<file path="src/rtl/ready_gen_pkg.sv">
// Shared types and helpers for the multi-channel ready generator.
package ready_gen_pkg;

    localparam int DEFAULT_DW = 4;

    typedef logic [DEFAULT_DW-1:0] ready_dly_t;

    // Index width for a channel select; never collapses to zero bits.
    function automatic int clog2_min1(input int n);
        return (n <= 2) ? 1 : $clog2(n);
    endfunction

endpackage

</file>
<file path="src/rtl/ready_gen_ch.sv">
// One ready-generator channel: saturating run-length counter against a loadable delay.
module ready_gen_ch
    import ready_gen_pkg::*;
#(
    parameter int DW     = DEFAULT_DW,
    parameter int STAGES = 3
) (
    input  logic          clk_i,
    input  logic          rst_i,
    input  logic          ce_i,
    input  logic          i,
    input  logic          ld_i,
    input  logic [DW-1:0] ld_dly_i,
    output logic          o_reg,
    output logic          rise,
    output logic [DW-1:0] dly
);

    logic [DW-1:0] cnt;
    logic          o_nxt;

    // Compare against the delay currently held, so a same-edge load takes effect next edge.
    always_comb begin
        o_nxt = i && (cnt >= dly);
    end

    always_ff @(posedge clk_i) begin
        if (rst_i) begin
            cnt   <= '0;
            o_reg <= 1'b0;
            rise  <= 1'b0;
            dly   <= DW'(STAGES);
        end else begin
            if (ld_i) begin
                dly <= ld_dly_i;
            end
            if (ce_i) begin
                if (!i) begin
                    cnt <= '0;
                end else if (cnt < dly) begin
                    cnt <= cnt + 1'b1;
                end
                o_reg <= o_nxt;
                rise  <= o_nxt & ~o_reg;
            end
        end
    end

endmodule

</file>
<file path="src/rtl/ready_gen_mc.sv">
// Multi-channel ready generator with runtime-loadable per-channel delay.
// Optional macro READY_GEN_COMB_CLEAR_EN gates ready combinationally with the live input.
module ready_gen_mc
    import ready_gen_pkg::*;
#(
    parameter int CHANNELS = 4,
    parameter int DW       = DEFAULT_DW,
    parameter int STAGES   = 3,
    localparam int LDW     = clog2_min1(CHANNELS)
) (
    input  logic                   clk_i,
    input  logic                   rst_i,
    input  logic                   ce_i,
    input  logic [CHANNELS-1:0]    i,
    input  logic                   ld_i,
    input  logic [LDW-1:0]         ld_ch_i,
    input  logic [DW-1:0]          ld_dly_i,
    output logic [CHANNELS-1:0]    o,
    output logic [CHANNELS-1:0]    rise_o,
    output logic [CHANNELS*DW-1:0] dly_o
);

    logic [CHANNELS-1:0] o_reg;
    logic [CHANNELS-1:0] ld_en;

    for (genvar n = 0; n < CHANNELS; n++) begin : g_ch
        // Out-of-range channel indices match no channel and are dropped here.
        assign ld_en[n] = ld_i && (int'(ld_ch_i) == n);

        ready_gen_ch #(
            .DW     (DW),
            .STAGES (STAGES)
        ) u_ch (
            .clk_i    (clk_i),
            .rst_i    (rst_i),
            .ce_i     (ce_i),
            .i        (i[n]),
            .ld_i     (ld_en[n]),
            .ld_dly_i (ld_dly_i),
            .o_reg    (o_reg[n]),
            .rise     (rise_o[n]),
            .dly      (dly_o[n*DW +: DW])
        );
    end

`ifdef READY_GEN_COMB_CLEAR_EN
    assign o = o_reg & i;
`else
    assign o = o_reg;
`endif

endmodule

</file>
<file path="config.mk">
export PLATFORM = sky130hd
export DESIGN_NAME = ready_gen_mc
export DESIGN_NICKNAME = d
export VERILOG_FILES = /design/src/rtl/ready_gen_pkg.sv /design/src/rtl/ready_gen_ch.sv /design/src/rtl/ready_gen_mc.sv
export SDC_FILE = /design/constraint.sdc
export NUM_CORES = 1
export LEC_CHECK = 0
export BUFFER_PORTS_ARGS = -buffer_cell sky130_fd_sc_hd__buf_2
export CAP_MARGIN = 20
export CORE_ASPECT_RATIO = 1.75
export CORE_UTILIZATION = 49
export CTS_CLUSTER_DIAMETER = 200
export DETAILED_ROUTE_END_ITERATION = 12
export HOLD_SLACK_MARGIN = 0.15
export PLACE_DENSITY = 0.75
export SLEW_MARGIN = 30
export SYNTH_ARGS = -nofsm -noshare
export SYNTH_HDL_FRONTEND = slang
export SYNTH_SLANG_ARGS = --single-unit
</file>
<file path="constraint.sdc">
create_clock -name clk_i -period 3.15 [get_ports clk_i]
set_input_delay 0.315 -clock clk_i [delete_from_list [all_inputs] [get_ports clk_i]]
set_output_delay 0.315 -clock clk_i [all_outputs]
set_load 0.01 [all_outputs]
</file>
* Word-level counts from Yosys, hierarchy flattened
Index checks and enable logic that the tools add are counted.
W data, S select, Z words.
** Word-level totals
- Bits in registers :: 40
- Bits in latches :: 0
- Bits in writable memories :: 0
- Bits in read-only memories :: 0
- Bits of input ports :: 14
- Memories kept :: 0
** Cells by class
- Add/subtract/negate cells :: 4
- $mul :: 0
- Div/mod/pow operators :: 0
- $lt $le $gt $ge :: 8
- Equal/unequal tests :: 7
- Shift operators :: 0
- Multiplexer cells :: 8
- Bitwise logic cells :: 8
- Reductions and logical operators :: 13
** Operators by type and width (count)
- $mux W4 :: 8
- $add A4 B1 Y4 const B :: 4
- $ge A4 B4 Y1 :: 4
- $lt A4 B4 Y1 :: 4
- $logic_and A1 B1 Y1 :: 8
- $ne A2 B1 Y1 const B :: 4
- $reduce_and A2 Y1 :: 4
- $and A1 B1 Y1 :: 4
- $eq A2 B2 Y1 const B :: 2
- $not A1 Y1 :: 4
- $eq A2 B1 Y1 const B :: 1
- $logic_not A2 Y1 :: 1

* Longest topological paths before layout
- Depth in word-level cells :: 3
- Mapped depth :: 6
- Mapped depth without buffers :: 6

* Hierarchy
A second synthesis with hierarchy kept.
** Second synthesis, totals
- Cells, all modules :: 252
- Area total of the unflattened synthesis :: 2209.6 µm²
** Modules (own cells, without submodules)
- ready_gen_ch :: instances 4, cells an instance 62, area each 543.0 µm², seq. area each 200.2 µm²
- ready_gen_mc :: instances 1, cells an instance 4, area each 37.5 µm², seq. area each 0.0 µm²

* Worst setup path after synthesis
Ideal clock, no wire load.
- Path kind :: reg2reg
- Start point :: reg g_ch[3].u_ch.dly[1]
- End point :: reg g_ch[3].u_ch.cnt[1]
- Library setup time :: 0.070 ns
- Arrival :: 1.736 ns
- Data required time :: 3.080 ns
- Slack :: 1.344 ns
- Stages on the path, launching flop included :: 7
- Path buffers :: 0
- Clock period less this slack :: 1.806 ns
- Cell sequence :: dfxtp_1 -> inv_1 -> ha_1 -> nor2b_4 -> o31a_1 -> or4b_1 -> a21oi_1
** Between the ends
- Cells in the longest elaborated chain, start to end :: 3
** RTL lines
- start, declared :: RTL line ready_gen_ch.sv:16 : output logic [DW-1:0] dly
- start signal, assigned :: RTL line ready_gen_ch.sv:32 : dly <= DW'(STAGES);
- start signal, assigned :: RTL line ready_gen_ch.sv:35 : dly <= ld_dly_i;
- $lt A4 B4 Y1 :: RTL line ready_gen_ch.sv:40 : end else if (cnt < dly) begin
- $ne A2 B1 Y1 (no source line)
- $reduce_and A2 Y1 (no source line)
- end signal, assigned :: RTL line ready_gen_ch.sv:41 : cnt <= cnt + 1'b1;
- end, declared :: RTL line ready_gen_ch.sv:19 : logic [DW-1:0] cnt;
Every way passes these cells.
A chain may end at the register's enable or synchronous reset.

* Final worst setup path
Ends and elaborated chain as after synthesis.

==> results_dict.tcl <==
set metrics [dict create \
    stdcell_area_mm2 0.00256 \
    vias_per_cell 5.98 \
    dr.pass1.iters 4 \
    grt_max_degree 37 \
    place_area_mm2 0.00245 \
    grt_pass1_wl_um 8390 \
    synth_area_per_cell_um2 8.74 \
    port_buffers 37 \
    grt_pass1_vias 1946 \
    syn_inst 262 \
    netlist.area_leader.share_pct 35.0 \
    die_x_um 53.7 \
    synth_nets 296 \
    cts_tree "yes" \
    stdcell_count 342 \
    drc_errors 0 \
    clock_sinks 40 \
    cp_data_required_time_ns 3.38 \
    grt_usage_pct 22.7 \
    worstSetupStartpointType "flip-flop" \
    start_util_pct 51.5 \
    routed_wl_um 5160 \
    cap_viol_max_count 0 \
    arrival_ns 2.11 \
    clk_pin_slew_ns 0.08 \
    dp_hpwl_um 3860 \
    grt_antenna_before_repair 0 \
    fin_setup_tns_ns 0 \
    worst_pin_slew_ns 0.666 \
    ctsResizeCount 0 \
    routabilityCongestion 0.892 \
    place_inst 334 \
    drt.antenna.violating_nets 0 \
    setup_ws_ns 1.27 \
    die_h_um 92.4 \
    yosys_register_bits 40 \
    crit_path_end_kind "flip-flop" \
    top_regs "g_ch.u_ch.cnt x16, g_ch.u_ch.dly x16" \
    skew_ns 0.00847 \
    cts_buffers 5 \
    worst_skew_pair.late_latency_ns 0.30 \
    layout-drive-gt1-share_pct 17.2 \
    core_mm2 0.00444 \
    yosysUniqueCellTypes 30 \
    p_per_area_mw_per_mm2 419 \
    hold_slack_ns 0.310 \
    yosys-top-cells-area "dfxtp_1 (35%), ha_1 (11%), mux2i_1 (4.8%), inv_1 (4.6%), o311ai_0 (4.6%)" \
    fin_crit_sh_pct 59.7 \
    io-pin-count 38 \
    yosysSeqAreaShare_pct 35.0 \
    num_vias 2045 \
    cts_setup_buffers 0 \
    ys_warn_count 0 \
    fin_crit_ns 1.88 \
    nNetsFinal 324 \
    synth_area_leader_cell "dfxtp_1" \
    syn_area_mm2 0.00229 \
    worstPathMaxFanout 5 \
    slew_violations 0 \
    hold_viol_final 0 \
    dp_slack_ns 1.30 \
    relSlewSlack_pct 55.5 \
    diodes 0 \
    root_buffer "clkbuf_8" \
    fillers 412 \
    outcome "finished, final reports clean" \
    areaGrowthSynthToFinish_pct 11.9 \
    grt-ovfl-total 0 \
    drtIter0Drc 54 \
    fmaxAchievable_mhz 531 \
    htreeDepth 2 \
    dieArea_mm2 0.00496 \
    detail_route.wl_per_cell_um 15.1 \
    cts-hold-fix-buffers 0 \
    path_class "flip-flop to flip-flop" \
    row_count 32 \
    rsz0062_at_grt "false" \
    min_path_type "primary input to flip-flop" \
    vdd_drop_max_mv 0.297 \
    clock_path_buffers 2 \
    setup_violations 0 \
    leakage_nw 1.06 \
]
## Yosys cell counts, drive strengths merged
library cell,n
a21oi,14
and3,4
buf,12
clkbuf,5
dfxtp,40
ha,20
inv,28
mux2i,11
nand2,19
nand2b,4
nand3,13
nand3b,6
nand4,8
nand4b,4
nor2,14
nor2b,4
nor3,8
nor3b,1
o2111ai,4
o211ai,5
o21a,4
o21ai,2
o311ai,12
o31a,4
o31ai,8
o32ai,4
or4b,4
## placed cells by master (no fill, tap or decap), types with 5 or more instances in the layout
cell type  instances
clkbuf_8           5
nand3b_1           6
nand4_1            8
o31ai_1            8
o311ai_0          12
nand3_1           13
ha_1              20
inv_1             28
nor3_1             8
o211ai_1           5
a21oi_1           14
mux2i_1           11
dfxtp_1           40
buf_2             37
nor2_1            14
nand2_1           19
## final timing paths
check,startpoint,end,slack [ns],depth (start not counted)
worst max register to register,g_ch[3].u_ch.dly[1],g_ch[3].u_ch.cnt[1],1.27,6
worst min register to register,g_ch[2].u_ch.rise,g_ch[2].u_ch.rise,0.47,2
worst min-delay path,ld_dly_i[0],g_ch[1].u_ch.dly[0],0.31,3
worst max-delay path,g_ch[3].u_ch.dly[1],g_ch[3].u_ch.cnt[1],1.27,6
## worst max-delay path, cell delays in order, from the launching register on
cell     delay (ns)
dfxtp_1        0.37
inv_1          0.05
ha_1           0.30
nor2b_4        0.13
o31a_1         0.29
or4b_1         0.52
a21oi_1        0.16
## final cells by class
class	instances	area, um^2	area share (%)
repair buffers	38	193	7.52
flip-flops and latches	40	801	31.3
well taps	51	63.8	2.49
inverters	28	105	4.10
multi-input cells	177	1290	50.3
clock buffers	5	68.8	2.69
clock inverters	3	42.5	1.66
## power by group
group          internal (W)  total [W]  switching, W  leakage [nW]
registers          0.000518   0.000529     0.0000114         0.325
logic             0.0000459   0.000116     0.0000704         0.679
clock network      0.000235   0.000428      0.000193        0.0541
total              0.000798    0.00107      0.000275          1.06
## per-layer routing
metal	vias up	wire length [um]	GRT usage, %
met5	-	0	0
met4	0	87	12.5
met3	7	241	4.11
met2	51	2740	39.3
met1	972	2090	24.4
li1	1015	-	-
## through the flow
stage               utilization (%)  power, W
finish                         57.6   0.00107
global route                   57.6   0.00112
CTS                            57.6   0.00108
detailed placement             55.1  0.000657
global placement               55.1  0.000655
floorplan                         -  0.000618
## cells by family (layout without fill, tap and decap cells)
logic type      after synthesis  count (layout)  share of synthesized area [%]
simple gates                 89              89                           22.2
fa+ha+maj                    20              20                           10.9
mux                          11              11                           4.81
buf+inv                      45              74                           8.80
flops                        40              40                           35.0
compound gates               57              57                           18.3
No activity file was read; power rests on OpenSTA's default activity.
